[src/rtl/ffd_write_arbiter_if.sv]
`default_nettype none
// ============================================================================
// Module  : ffd_write_arbiter_if
// Brief   : Requester-side bus of the shared-register write arbiter:
//           request/data inputs plus ack, owner, busy, register and counter.
// Revision: 1.0 - initial release
// ============================================================================
interface ffd_write_arbiter_if #(
   parameter int WORD_LENGTH = 4,
   parameter int NUM_REQ     = 4,
   parameter int COUNT_WIDTH = 8
);
   localparam int ID_WIDTH = $clog2(NUM_REQ);

   logic [NUM_REQ-1:0]             req;
   logic [NUM_REQ*WORD_LENGTH-1:0] req_data;
   logic [NUM_REQ-1:0]             ack;
   logic [ID_WIDTH-1:0]            owner_id;
   logic                           busy;
   logic [WORD_LENGTH-1:0]         data_out;
   logic [COUNT_WIDTH-1:0]         write_count;

   // Requester side: drives requests and data, observes the results
   modport master (
      output req, req_data,
      input  ack, owner_id, busy, data_out, write_count
   );

   // Arbiter side
   modport slave (
      input  req, req_data,
      output ack, owner_id, busy, data_out, write_count
   );
endinterface
`default_nettype wire

[src/rtl/ffd_write_arbiter.sv]
`default_nettype none
// ============================================================================
// Module  : ffd_write_arbiter
// Brief   : Round-robin arbiter that shares one WORD_LENGTH-bit register
//           between NUM_REQ requesters. Each transaction is IDLE (arbitrate,
//           capture data) -> WRITE (commit) -> ACK (one-cycle acknowledge).
//           Optional macro FFD_ARB_LOCK_EN adds a lock input that lets the
//           current owner keep the register for back-to-back writes.
// Revision: 1.0 - initial release
// ============================================================================
module ffd_write_arbiter #(
   parameter int WORD_LENGTH = 4,
   parameter int NUM_REQ     = 4,
   parameter int COUNT_WIDTH = 8
) (
   input  logic clock,
   input  logic reset,
`ifdef FFD_ARB_LOCK_EN
   input  logic lock,
`endif
   ffd_write_arbiter_if.slave bus
);
   localparam int                  ID_WIDTH = $clog2(NUM_REQ);
   localparam logic [ID_WIDTH-1:0] LAST_ID  = ID_WIDTH'(NUM_REQ - 1);

   typedef enum logic [1:0] {
      IDLE  = 2'd0,
      WRITE = 2'd1,
      ACK   = 2'd2
   } state_t;

   state_t                 state;
   logic [ID_WIDTH-1:0]    rr_ptr;
   logic [ID_WIDTH-1:0]    owner_id;
   logic [ID_WIDTH-1:0]    winner;
   logic [ID_WIDTH-1:0]    next_ptr;
   logic [WORD_LENGTH-1:0] hold_data;
   logic [WORD_LENGTH-1:0] win_data;
   logic [WORD_LENGTH-1:0] data_reg;
   logic [NUM_REQ-1:0]     ack_reg;
   logic                   busy_reg;
   logic [COUNT_WIDTH-1:0] count_reg;
   logic                   start;
`ifdef FFD_ARB_LOCK_EN
   logic                   locked;
`endif

   // Winner search: scan downward over offsets so the smallest offset from
   // rr_ptr (highest priority) is the last to assign and therefore wins.
   always_comb begin
      winner = rr_ptr;
      for (int k = NUM_REQ - 1; k >= 0; k--) begin
         if (bus.req[(int'(rr_ptr) + k) % NUM_REQ])
            winner = ID_WIDTH'((int'(rr_ptr) + k) % NUM_REQ);
      end
`ifdef FFD_ARB_LOCK_EN
      if (locked)
         winner = owner_id;
      start = (bus.req != '0) || locked;
`else
      start = (bus.req != '0);
`endif
      win_data = bus.req_data[int'(winner)*WORD_LENGTH +: WORD_LENGTH];
      next_ptr = (owner_id == LAST_ID) ? '0 : owner_id + ID_WIDTH'(1);
   end

   // Transaction sequencer, register bank and committed-write counter
   always_ff @(posedge clock) begin
      if (reset) begin
         state     <= IDLE;
         rr_ptr    <= '0;
         owner_id  <= '0;
         hold_data <= '0;
         data_reg  <= '0;
         ack_reg   <= '0;
         busy_reg  <= 1'b0;
         count_reg <= '0;
`ifdef FFD_ARB_LOCK_EN
         locked    <= 1'b0;
`endif
      end else begin
         case (state)
            IDLE: begin
               if (start) begin
                  owner_id  <= winner;
                  hold_data <= win_data;
                  busy_reg  <= 1'b1;
                  state     <= WRITE;
`ifdef FFD_ARB_LOCK_EN
                  locked    <= 1'b0;
`endif
               end
            end
            WRITE: begin
               data_reg  <= hold_data;
               count_reg <= count_reg + COUNT_WIDTH'(1);
               ack_reg   <= NUM_REQ'(1) << owner_id;
               state     <= ACK;
            end
            ACK: begin
               ack_reg  <= '0;
               busy_reg <= 1'b0;
               state    <= IDLE;
`ifdef FFD_ARB_LOCK_EN
               // A locked owner keeps rr_ptr where it is and is re-granted
               if (lock && bus.req[owner_id])
                  locked <= 1'b1;
               else
                  rr_ptr <= next_ptr;
`else
               rr_ptr <= next_ptr;
`endif
            end
            default: state <= IDLE;
         endcase
      end
   end

   assign bus.ack         = ack_reg;
   assign bus.owner_id    = owner_id;
   assign bus.busy        = busy_reg;
   assign bus.data_out    = data_reg;
   assign bus.write_count = count_reg;

endmodule
`default_nettype wire

[src/flat_wrapper.sv]
// flat-port wrapper written by rule: the top's interface ports become plain ports
module ffd_write_arbiter_flat 
#(
   parameter int WORD_LENGTH = 4,
   parameter int NUM_REQ     = 4,
   parameter int COUNT_WIDTH = 8
)
  (clock, reset, bus_req, bus_req_data, bus_ack, bus_owner_id, bus_busy, bus_data_out, bus_write_count);
  ffd_write_arbiter_if #(.WORD_LENGTH(WORD_LENGTH), .NUM_REQ(NUM_REQ), .COUNT_WIDTH(COUNT_WIDTH)) bus_i ();
  input  logic clock;
  input  logic reset;
  input wire logic [$bits(bus_i.req)-1:0] bus_req;
  input wire logic [$bits(bus_i.req_data)-1:0] bus_req_data;
  output wire logic [$bits(bus_i.ack)-1:0] bus_ack;
  output wire logic [$bits(bus_i.owner_id)-1:0] bus_owner_id;
  output wire logic [$bits(bus_i.busy)-1:0] bus_busy;
  output wire logic [$bits(bus_i.data_out)-1:0] bus_data_out;
  output wire logic [$bits(bus_i.write_count)-1:0] bus_write_count;
  assign bus_i.req = bus_req;
  assign bus_i.req_data = bus_req_data;
  assign bus_ack = bus_i.ack;
  assign bus_owner_id = bus_i.owner_id;
  assign bus_busy = bus_i.busy;
  assign bus_data_out = bus_i.data_out;
  assign bus_write_count = bus_i.write_count;
  ffd_write_arbiter #(.WORD_LENGTH(WORD_LENGTH), .NUM_REQ(NUM_REQ), .COUNT_WIDTH(COUNT_WIDTH)) u_core (.clock(clock), .reset(reset), .bus(bus_i));
endmodule
[config.mk]
export PLATFORM = sky130hd
export DESIGN_NAME = ffd_write_arbiter_flat
export DESIGN_NICKNAME = d
export VERILOG_FILES = /design/src/rtl/ffd_write_arbiter_if.sv /design/src/rtl/ffd_write_arbiter.sv /design/src/flat_wrapper.sv
export SDC_FILE = /design/constraint.sdc
export NUM_CORES = 1
export LEC_CHECK = 0
export BUFFER_PORTS_ARGS = -buffer_cell sky130_fd_sc_hd__buf_2
export CAP_MARGIN = 20
export CORE_MARGIN = 4
export CORE_UTILIZATION = 50
export DETAILED_ROUTE_END_ITERATION = 8
export GPL_ROUTABILITY_DRIVEN = 0
export GPL_TIMING_DRIVEN = 0
export PLACE_DENSITY = 0.78
export SYNTH_ARGS = -nofsm -noshare
export SYNTH_HDL_FRONTEND = slang
export SYNTH_SLANG_ARGS = --single-unit
[constraint.sdc]
create_clock -name clock -period 1.6 [get_ports clock]
set_input_delay 0.08 -clock clock [delete_from_list [all_inputs] [get_ports clock]]
set_output_delay 0.08 -clock clock [all_outputs]
set_load 0.005 [all_outputs]
* Yosys cells after proc, flatten, opt, wreduce, memory -nomap -nowiden
Index checks and enable logic that the tools add are counted.
Storage, ports and cells: output and inout bits 19, logic and storage cells 56, input bits 22, register bits 27
Operators by class: muxes and demuxes 21, order comparisons 4, $add $sub $neg 5, bitwise gates (word level) 3, reductions and logical operators 9, shift operators 2, equality and inequality tests 4
Operators with widths (number):
- $shiftx 16x5->4 | 1
- $lt 3x4->1 const B | 3
- $mux 2 | 6
- $add 8x1->8 const B | 1
- $bmux 1 s2 | 4
- $mux 1 | 8
- $pmux 4 s2 | 1
- $reduce_or 2->1 | 3
- $add 2x1->2 const B | 2
- $add 2x2->2 const B | 2
- $eq 2x2->1 const B | 2
- $pmux 2 s2 | 1
- $reduce_and 2->1 | 2
- $reduce_bool 2->1 | 2
- $reduce_bool 4->1 | 1
- $shl 1x2->4 const A | 1
- $and 1x1->1 const A | 3
- $lt 2x3->1 const B | 1
- $eq 2x1->1 const B | 1
- $logic_not 2->1 | 1
- $ne 2x1->1 const B | 1
- $pmux 1 s2 | 1

* Depth between registers and ports, before layout
Gate-level depths: netlist of the first run.
depth in word-level cells 11, depth in mapped cells 7, gate-level depth less buffers 6

* Least setup slack after synthesis of the first run
Ideal clock, no wire load.
path kind register to register, start point reg u_core.state[1], end point reg u_core.count_reg[7], in the netlist u_core.bus.write_count[7], data arrival time 1354 ps, required time 1530 ps, period minus slack after synthesis 1424 ps, cell stages (with the launch flop) 7, buffers on the path 1, setup time 70 ps, path slack 176 ps, cell sequence dfxtp_1 inv_1 ha_1 buf_4 nand4_1 or3_1 a21oi_1
On the way: word-level cells in the longest chain between the ends 1
RTL lines:
- start: declaration | RTL line ffd_write_arbiter.sv:32 | state_t state;
- start signal: assignment | RTL line ffd_write_arbiter.sv:70 | state <= IDLE;
- start signal: assignment | RTL line ffd_write_arbiter.sv:88 | state <= WRITE;
- start signal: assignment | RTL line ffd_write_arbiter.sv:98 | state <= ACK;
- $eq 2x1->1 | RTL line ffd_write_arbiter.sv:82 | case (state)
- end signal: assignment | RTL line ffd_write_arbiter.sv:96 | count_reg <= count_reg + COUNT_WIDTH'(1);
- end: declaration | RTL line ffd_write_arbiter.sv:42 | logic [COUNT_WIDTH-1:0] count_reg;
No other way between the ends. A chain may end at the register's enable or synchronous reset.

* Worst setup path after layout of the first run
Same ends and word-level chain as after synthesis.

==> run_results.csv, run 1 <==
group,metric,value,unit
outcome,outcome,"complete, no violations",
critical_path,slowest_delay,390,ps
clock_network,clkSinkCount,27,
global_route,antenna_found_initial,0,
finish,drive_gt1_share,29.53,%
synth,synth_edf_count,0,
place,placed_area,1607,sq um
timing,clock.fmax,0.6516,GHz
timing,hold_viol,0,
finish,fin_area,1677,sq um
finish,multi_input_area,794.5,sq um
synth,yosysWarnings,0,
global_route,grt_pass1_vias,1218,
hold_path,hp-start,"bus_req_data[13]",
die,fp.dieH,60.42,microns
timing,period_minus_slack,1535,ps
synth,synth-seq-cells,27,
drt,detail_route.vias_per_cell,5.323,
drt,first_pass_iters,4,
job,max_cap_violations,0,
drt,drc,0,
hold_path,worstHoldEndpoint,"u_core.hold_data[1]$_SDFFE_PP0P_",
power,leakagePower,0.7497,nW
critical_path,worst-setup-path-type,"register to register",
power,switchingPower,0.4035,mW
place,dp_cells,217,
drt,wl_per_cell,13.61,microns
place,dpl.hpwl,2.360,mm
global_route,grt_pass1_wl,4.961,mm
synth,synthArstFlopShare,0,%
critical_path,r2r-end,"u_core.bus.write_count[7]$_SDFFE_PP0N_",
clock_network,cts_max_level,1,
power,ir_drop,580.6,uV
critical_path,path_max_fanout,10,
place,place.port_buffers,39,
critical_path,crit_path_start,"u_core.state[1]$_SDFFE_PP0P_",
synth,netlist_area,1374,sq um
synth,synth.distinct_cells,31,
synth,synth.most_common_cell,"dfxtp_1",
critical_path,path_delay_family,"simple AND/OR/NAND/NOR gates",
timing,rsz0062_at_grt,"false",
critical_path,cp.required,1880,ps
timing,maxSlewViolCount,0,
clock_network,clk_latency,330,ps
clock_network,cts_buffers,3,
power,pwr-share-seq,55.1,%
drt,vias,1187,
die,ios,41,
finish,ff_latch_area,541.8,sq um
die,die_x,60.42,microns
synth,yosysTopAreaCell,"dfxtp_1",
timing,setup_violations,0,
timing,relSlewSlack,67.10,%
finish,instances_no_fill,223,
die,core,2545,sq um
power,powerDensity,819.8,nW/um^2
synth,ys_seq_area_share,39.34,%
clock_network,cts_tree,"yes",
synth,synth.area.top_cells,"dfxtp_1 39%, mux2i_1 12%, ha_1 9.1%",
critical_path,crit_chain,"inv_2 > ha_1 > buf_6 > nand4_1 > or3_1 > a21oi_1",
clock_network,clk_path_buf_depth,2,
die,dieArea,3650,sq um
hold_path,hp-class,"input pin to register",
finish,synthToLayoutAreaGrowth,22.04,%
critical_path,cp-start-kind,"register",
timing,finalCritPeriodShare,95.91,%
drt,routed_wl,3.035,mm
finish,n_fill_cell,217,
power,p_int,0.9710,mW
timing,fin_skew,5.594,ps
die,rows,18,
finish,nets,226,
global_route,grt_overflow_total,0,
synth,syn_inst,148,
timing,tightest_slew,489.4,ps
synth,synth_ff_type,"dfxtp_1",
critical_path,cpMaxStageDelayCell,"or3_1",
clock_network,cts-root-buf,"clkbuf_4",
drt,drtAntennaViolNets,0,
critical_path,rr_startpoint,"u_core.state[1]$_SDFFE_PP0P_",
drt,drt_iter0_markers,18,
finish,largest_register_ff_count,8,
power,combPwrFrac,22.9,%
clock_network,clk_pin_slew,150,ps
critical_path,r2r_setup_slack,70,ps
synth,synth_common_cells,"27 x dfxtp_1, 21 x nor2_1, 17 x mux2i_1",
critical_path,endpoint_kind,"register",
finish,num_antenna_cells,0,
global_route,grt_usage,17.76,%
synth,synth_area_per_cell,9.283,sq um
synth,syn_nets,180,
critical_path,critical_path_arrival,1810,ps
power,sw_frac_of_total,29.35,%
power,total_power,1.375,mW
hold_path,min_path_cells,3,
die,start_util,53.98,%
global_route,grt_max_degree,17,
critical_path,r2r_cells,6,
power,pwr-share-clk,22.0,%
critical_path,cp.buffers_inverters,2,
synth,synth_top_area_share,39.34,%
==> layer usage <==
layer	routed length, microns	GRT usage (%)	vias to the layer above
met5	0	0	-
met4	47	6.502	0
met3	186	4.043	5
met2	1585	33.33	32
met1	1216	19.37	552
li1	-	-	598
==> placed cells by master (no fill, tap or decap), types with 3 or more instances in the layout <==
| cell type | n |
|---|---|
| nand2b_1 | 3 |
| buf_2 | 39 |
| xor2_1 | 4 |
| nor2_1 | 21 |
| o21ai_0 | 3 |
| dfxtp_1 | 26 |
| a21oi_1 | 10 |
| o221ai_1 | 4 |
| mux2i_1 | 17 |
| or3_1 | 3 |
| nor2b_1 | 7 |
| clkbuf_4 | 3 |
| nand2_1 | 7 |
| nand4_1 | 3 |
| nand3b_1 | 4 |
| inv_1 | 5 |
| ha_1 | 9 |
==> timing repair <==
action                                 in CTS  in global routing
hold buffers                                1                  0
setup endpoints to repair                   2                  6
gates resized for setup                     0                  6
pin swaps                                   0                  0
buffers inserted                            1                  0
endpoints found under the hold margin       3                  0
cloned                                      0                  0
==> logic make-up (layout without fill, tap and decap cells) <==
kind of cell	Yosys count	count (layout)	share of synthesized area [%]
AND/OR/NAND/NOR	57	57	21.95
flip-flops	27	27	39.34
AO/OA/AOI/OAI	21	21	9.927
multiplexers	17	17	12.39
buffers and inverters	11	56	4.098
adder cells (fa/ha/maj)	10	10	9.107
XOR/XNOR	5	5	3.187
==> layout make-up <==
type	count	share of cell area (%)
buffer	5	2.239
clock buffer	3	1.343
clock inverter	1	0.4478
inverter	6	1.343
multi-input combinational	110	47.39
sequential	27	32.31
tap	30	2.239
timing repair buffer	41	12.69
==> worst register-to-register path, stage by stage, from the launching register on <==
cell,delay [ps]
dfxtp_2,370
inv_2,100
ha_1,170
buf_6,150
nand4_1,170
or3_1,400
a21oi_1,140
==> power by group through the flow <==
stage                     combinational (mW)  sequential [mW]  clock, mW
after floorplan                        0.202            0.765          0
after global placement                 0.283            0.767          0
after detailed placement               0.299            0.772          0
after CTS                              0.302            0.757      0.309
after global routing                   0.352            0.766      0.336
final                                  0.315            0.758      0.302
==> metrics by stage <==
| step | TNS, ps | worst slack [ps] | utilization (%) | hold slack [ps] |
|---|---|---|---|---|
| 3_5_place_dp | -18.15 | -18.15 | 63.13 | 331.4 |
| 6_report | 0 | 65.43 | 65.88 | 48.57 |
| 5_1_grt | 0 | 7.729 | 65.88 | 59.88 |
| 4_1_cts | 0 | 0.1135 | 65.00 | 46.00 |
| 2_1_floorplan | 0 | 176.0 | - | 279.7 |
| 3_3_place_gp | 0 | 48.48 | 63.13 | 320.8 |
==> worst max-delay path by stage <==
stage	slack (ps)	end	cells past startpoint
2_1_floorplan	180	u_core.bus.write_count[7]$_SDFFE_PP0N_	6
3_3_place_gp	50	u_core.bus.write_count[5]$_SDFFE_PP0N_	6
3_5_place_dp	-20	u_core.bus.write_count[5]$_SDFFE_PP0N_	6
4_1_cts	0.1	u_core.bus.write_count[7]$_SDFFE_PP0N_	6
5_1_grt	8	u_core.bus.write_count[5]$_SDFFE_PP0N_	6
6_report	70	u_core.bus.write_count[7]$_SDFFE_PP0N_	6
(Power assumes the default switching activity.)
==> inputs of run 2 (changes only) <==
--- a/config.mk
+++ b/config.mk
@@ -7,12 +7,14 @@
 export LEC_CHECK = 0
 export BUFFER_PORTS_ARGS = -buffer_cell sky130_fd_sc_hd__buf_2
 export CAP_MARGIN = 20
+export CELL_PAD_IN_SITES_DETAIL_PLACEMENT = 1
+export CELL_PAD_IN_SITES_GLOBAL_PLACEMENT = 2
 export CORE_MARGIN = 4
-export CORE_UTILIZATION = 50
+export CORE_UTILIZATION = 30
 export DETAILED_ROUTE_END_ITERATION = 8
 export GPL_ROUTABILITY_DRIVEN = 0
 export GPL_TIMING_DRIVEN = 0
-export PLACE_DENSITY = 0.78
+export PLACE_DENSITY_LB_ADDON = 0.1
 export SYNTH_ARGS = -nofsm -noshare
 export SYNTH_HDL_FRONTEND = slang
 export SYNTH_SLANG_ARGS = --single-unit
==> run_results.csv, run 2 (synthesis gave the netlist of run 1 again) <==
group,metric,value,unit
die,core,4384,sq um
finish,num_antenna_cells,0,
finish,nets,230,
clock_network,cts-root-buf,"clkbuf_8",
hold_path,hp-class,"input pin to register",
clock_network,clkSinkCount,27,
global_route,grt_overflow_total,0,
finish,drive_gt1_share,31.98,%
die,rows,24,
clock_network,clk_latency,280,ps
critical_path,cp.buffers_inverters,0,
job,max_cap_violations,0,
finish,largest_register_ff_count,8,
finish,final_common_cell,"buf_2",
drt,drt_iter0_markers,20,
power,leakagePower,0.7806,nW
clock_network,cts_tree,"yes",
timing,relSlewSlack,66.44,%
global_route,grt_pass1_vias,1197,
global_route,grt_max_degree,17,
timing,period_minus_slack,1520,ps
clock_network,cts_hold_buf,0,
critical_path,r2r_cells,5,
critical_path,worst-path-stages,5,
power,powerDensity,856.8,nW/um^2
critical_path,path_delay_family,"simple AND/OR/NAND/NOR gates",
drt,first_pass_iters,4,
die,die_x,75.67,microns
outcome,outcome,"complete, no violations",
place,dpl.hpwl,2.681,mm
drt,wl_per_cell,14.13,microns
hold_path,min_path_cells,2,
timing,hold_viol,0,
clock_network,cts_max_level,1,
drt,vias,1213,
critical_path,crit_chain,"or3_1 > o2111ai_2 > nand2_2 > mux2i_1 > o221ai_1",
critical_path,endpoint_kind,"register",
critical_path,path_max_fanout,6,
die,dieArea,5726,sq um
drt,drtAntennaViolNets,0,
critical_path,cp-start-kind,"register",
global_route,grt_usage,12.86,%
clock_network,clk_pin_slew,100,ps
global_route,antenna_found_initial,0,
drt,routed_wl,3.518,mm
timing,tightest_slew,503.3,ps
place,place.port_buffers,39,
power,ir_drop,342.7,uV
timing,setup_tns,0,ps
die,ios,41,
clock_network,cts_buffers,3,
timing,finalCritPeriodShare,94.99,%
drt,detail_route.vias_per_cell,4.871,
critical_path,cpMaxStageDelayCell,"or3_1",
critical_path,critical_path_arrival,1680,ps
drt,drc,0,
timing,maxSlewViolCount,0,
finish,layout_common_cells,"39 x buf_2, 26 x dfxtp_1, 21 x nor2_1",
timing,fin_skew,2.991,ps
finish,instances_no_fill,249,
timing,hold_ws,30.88,ps
critical_path,slowest_delay,390,ps
timing,setup_violations,0,
finish,synthToLayoutAreaGrowth,27.50,%
critical_path,worst-setup-path-type,"register to register",
timing,clock.fmax,0.6580,GHz
power,total_power,1.501,mW
die,start_util,31.34,%
global_route,grt_pass1_wl,5.561,mm
die,fp.dieH,75.67,microns
critical_path,cp.required,1760,ps
clock_network,clk_path_buf_depth,2,
place,dp_cells,239,
==> run 2: final timing paths <==
path                                           from                                endpoint  slack [ps]
max reg2reg           u_core.rr_ptr[1]$_SDFFE_PP0P_        u_core.hold_data[1]$_SDFFE_PP0P_          80
min reg2reg  u_core.bus.write_count[7]$_SDFFE_PP0N_  u_core.bus.write_count[7]$_SDFFE_PP0N_         500
min                                           reset            u_core.state[1]$_SDFFE_PP0P_          30
max                   u_core.rr_ptr[1]$_SDFFE_PP0P_        u_core.hold_data[1]$_SDFFE_PP0P_          80
==> run 2: per-layer routing <==
metal	part of all wire, %	routed length (microns)	GRT usage, %
met1	44	1538	16.52
met2	49	1739	20.90
met3	5.0	177	1.979
met4	1.8	63	6.408
met5	0	0	0
==> run 2: layout make-up <==
type | count | area, sq um
repair buffers | 44 | 232.7
fillers | 538 | 2633
clock buffers | 3 | 41.29
clock inverters | 1 | 7.507
plain buffers | 5 | 37.54
inverters | 6 | 22.52
multi-input cells | 111 | 803.3
well taps | 52 | 65.06
flip-flops and latches | 27 | 541.8
==> run 2: repair_timing <==
item / CTS / global route
resized for setup: 1 / 7
pin swaps: 0 / 2
buffers inserted: 1 / 4
cloned: 0 / 1
endpoints found under the setup margin: 2 / 9
==> run 2: per-stage QoR <==
stage	setup WS, ps	util [%]	cell area (sq um)
floorplan	176.0	-	1374
global placement	29.36	37.27	1634
detailed placement	-73.25	37.27	1634
CTS	15.77	38.64	1694
global route	-4.079	39.95	1752
finish	80.14	39.95	1752
==> run 2: where the power goes <==
group	leakage, nW	total [mW]	switching [mW]	internal (mW)
clock network	0.0217	0.406	0.229	0.177
logic	0.538	0.338	0.169	0.169
registers	0.221	0.756	0.0375	0.719
total	0.781	1.50	0.435	1.07
==> inputs of run 3 (changes only) <==
--- a/config.mk
+++ b/config.mk
@@ -5,12 +5,14 @@
 export SDC_FILE = /design/constraint.sdc
 export NUM_CORES = 1
 export LEC_CHECK = 0
+export ABC_AREA = 1
 export BUFFER_PORTS_ARGS = -buffer_cell sky130_fd_sc_hd__buf_2
 export CAP_MARGIN = 20
 export CELL_PAD_IN_SITES_DETAIL_PLACEMENT = 1
 export CELL_PAD_IN_SITES_GLOBAL_PLACEMENT = 2
+export CORE_ASPECT_RATIO = 0.8
 export CORE_MARGIN = 4
-export CORE_UTILIZATION = 30
+export CORE_UTILIZATION = 28
 export DETAILED_ROUTE_END_ITERATION = 8
 export GPL_ROUTABILITY_DRIVEN = 0
 export GPL_TIMING_DRIVEN = 0
==> run_results.csv, run 3 <==
group,metric,value,unit
outcome,outcome,"complete, no violations",
clock_network,cts_tree,"yes",
drt,routed_wl,4.330,mm
finish,num_antenna_cells,0,
drt,drt_iter0_markers,26,
power,leakagePower,1.113,nW
clock_network,cts_buffers,3,
critical_path,cpMaxStageDelayCell,"dfxtp_2",
timing,relSlewSlack,65.74,%
hold_path,hp-start,"bus_req[1]",
timing,clock.fmax,0.6265,GHz
synth,synth_ff_type,"dfxtp_1",
timing,hold_viol,0,
power,powerDensity,849.4,nW/um^2
timing,fin_skew,10.29,ps
finish,nets,325,
finish,final_util,39.65,%
clock_network,clk_path_buf_depth,2,
clock_network,cts-root-buf,"clkbuf_8",
synth,syn_nets,270,
synth,synth.distinct_cells,27,
drt,first_pass_iters,4,
finish,synthToLayoutAreaGrowth,35.42,%
synth,synth.most_common_cell,"nand2_1",
drt,wl_per_cell,11.70,microns
die,rows,24,
job,max_cap_violations,0,
timing,maxSlewViolCount,0,
die,core,5525,sq um
synth,syn_inst,238,
critical_path,crit_chain,"buf_6 > inv_8 > nand2_2 > nand2_2 > nand2_2 > nand2_2 > inv_4 > nand2_4 > nand3_4 > nand2_8 > nand2_1 > nand3_1 > nand3_1 > nand2_1 > inv_1",
drt,drc,0,
drt,vias,1642,
synth,synth_edf_count,0,
drt,detail_route.vias_per_cell,4.438,
synth,yosysTopAreaCell,"dfxtp_1",
synth,synth.area.top_cells,"dfxtp_1 33%, nand2_1 10%, inv_1 10%",
finish,largest_register_ff_count,8,
synth,synth-seq-cells,27,
die,ios,41,
clock_network,clk_pin_slew,100,ps
global_route,antenna_found_initial,0,
synth,netlist_area,1618,sq um
hold_path,hp-class,"input pin to register",
place,dpl.hpwl,3.262,mm
clock_network,clkSinkCount,27,
timing,setup_violations,0,
die,dieArea,7065,sq um
global_route,grt_overflow_total,0,
global_route,grt_pass1_vias,1640,
synth,synth_top_area_share,33.41,%
critical_path,crit_top_cell,"nand2_2",
synth,synth_common_cells,"45 x nand2_1, 44 x inv_1, 33 x nand3_1",
global_route,grt_pass1_wl,7.783,mm
global_route,grt_usage,13.20,%
synth,ys_seq_area_share,33.41,%
critical_path,critical_path_arrival,1790,ps
critical_path,worst-setup-path-type,"register to register",
critical_path,cp.required,1790,ps
critical_path,slowest_delay,340,ps
die,die_x,92.99,microns
place,place.port_buffers,40,
timing,rsz0062_at_grt,"true",
critical_path,endpoint_kind,"register",
critical_path,crit_path_start,"u_core.rr_ptr[0]$_SDFFE_PP0P_",
drt,drtAntennaViolNets,0,
power,ir_drop,316.0,uV
timing,tightest_slew,513.9,ps
clock_network,cts_max_level,1,
die,fp.dieH,75.99,microns
finish,layout_common_cells,"41 x buf_2, 40 x inv_1, 37 x nand2_1",
synth,yosysWarnings,0,
timing,setup_tns,0,ps
finish,drive_gt1_share,35.62,%
clock_network,clk_latency,280,ps
finish,final_common_cell,"buf_2",
timing,finalCritPeriodShare,99.75,%
global_route,grt_max_degree,17,
critical_path,path_max_fanout,6,
synth,synth_area_per_cell,6.797,sq um
clock_network,cts_hold_buf,0,
critical_path,rr_startpoint,"u_core.rr_ptr[0]$_SDFFE_PP0P_",
critical_path,cp-start-kind,"register",
die,start_util,29.28,%
timing,period_minus_slack,1596,ps
synth,synthArstFlopShare,0,%
[run 3: cell types whose count changed in the layout (fill, tap and decap cells not counted), moves of 4 or more]
cell      delta
nor2_1       -4
mux2i_1     -17
inv_2        +4
inv_1       +35
o21ai_0      +9
nand2_1     +30
nand3_1     +27
nand3_2      +5
nand2_2     +15
o221ai_1     -4
nor2b_1      -6
xor2_1       -4
a21oi_1      +4
[run 3: what timing repair did]
action | 4_1_cts | 5_1_grt
resized for setup | 28 | 15
gates cloned | 4 | 0
pin swaps | 11 | 5
hold endpoints to repair | 0 | 0
endpoints found under the setup margin | 8 | 9
setup buffers | 5 | 2
[run 3: area by class of cell]
cell class	count	area, sq um
buffer	4	27.53
clock buffer	3	41.29
clock inverter	1	7.507
fill	744	3334
inverter	47	186.4
multi-input combinational	162	1027
sequential	27	543.0
tap	78	97.59
timing repair buffer	48	260.3
[run 3: worst paths after layout]
path,slack [ps],endpoint,cells past startpoint
setup / recovery,4,u_core.hold_data[3]$_SDFFE_PP0P_,15
hold / removal,120,u_core.state[0]$_SDFFE_PP0P_,4
setup reg to reg,4,u_core.hold_data[3]$_SDFFE_PP0P_,15
hold reg to reg,470,u_core.bus.ack[3]$_SDFFE_PP0P_,2
[run 3: logic make-up after synthesis]
group	synth area share, %
compound gates	10.60
fa+ha+maj	7.734
buf+inv	12.99
flops	33.41
simple gates	35.27
[run 3: where the power goes]
part / total [mW] / switching (mW) / internal, mW
combinational: 0.677 / 0.398 / 0.279
clock: 0.398 / 0.221 / 0.177
sequential: 0.787 / 0.0485 / 0.738
total: 1.86 / 0.667 / 1.19
[run 3: worst max-delay path: cells and delay by family, from the launching register on]
| kind | cells | cell delay (ps) |
|---|---|---|
| AND/OR/NAND/NOR | 11 | 880 |
| buffers and inverters | 4 | 280 |
| flip-flops | 1 | 340 |
[run 3: per-layer routing]
metal  global-route usage, %  share of wire (%)  vias to the layer above
li1                        -                  -                      857
met1                   19.75                 53                      758
met2                   19.77                 44                       25
met3                   2.863                3.2                        2
met4                   1.757               0.28                        0
met5                       0                  0                        -
[run 3: stage by stage]
| stage | power, mW | hold slack [ps] | instances | instance area (sq um) | worst slack, ps |
|---|---|---|---|---|---|
| after floorplan | 1.176 | 268.7 | 238 | 1618 | 16.19 |
| after global placement | 1.339 | 407.0 | 356 | 1916 | -329.6 |
| after detailed placement | 1.345 | 407.5 | 356 | 1916 | -352.1 |
| after CTS | 1.859 | 110.5 | 368 | 2130 | -14.36 |
| after global routing | 2.031 | 137.0 | 370 | 2191 | -149.0 |
| final | 1.861 | 115.0 | 370 | 2191 | 3.923 |
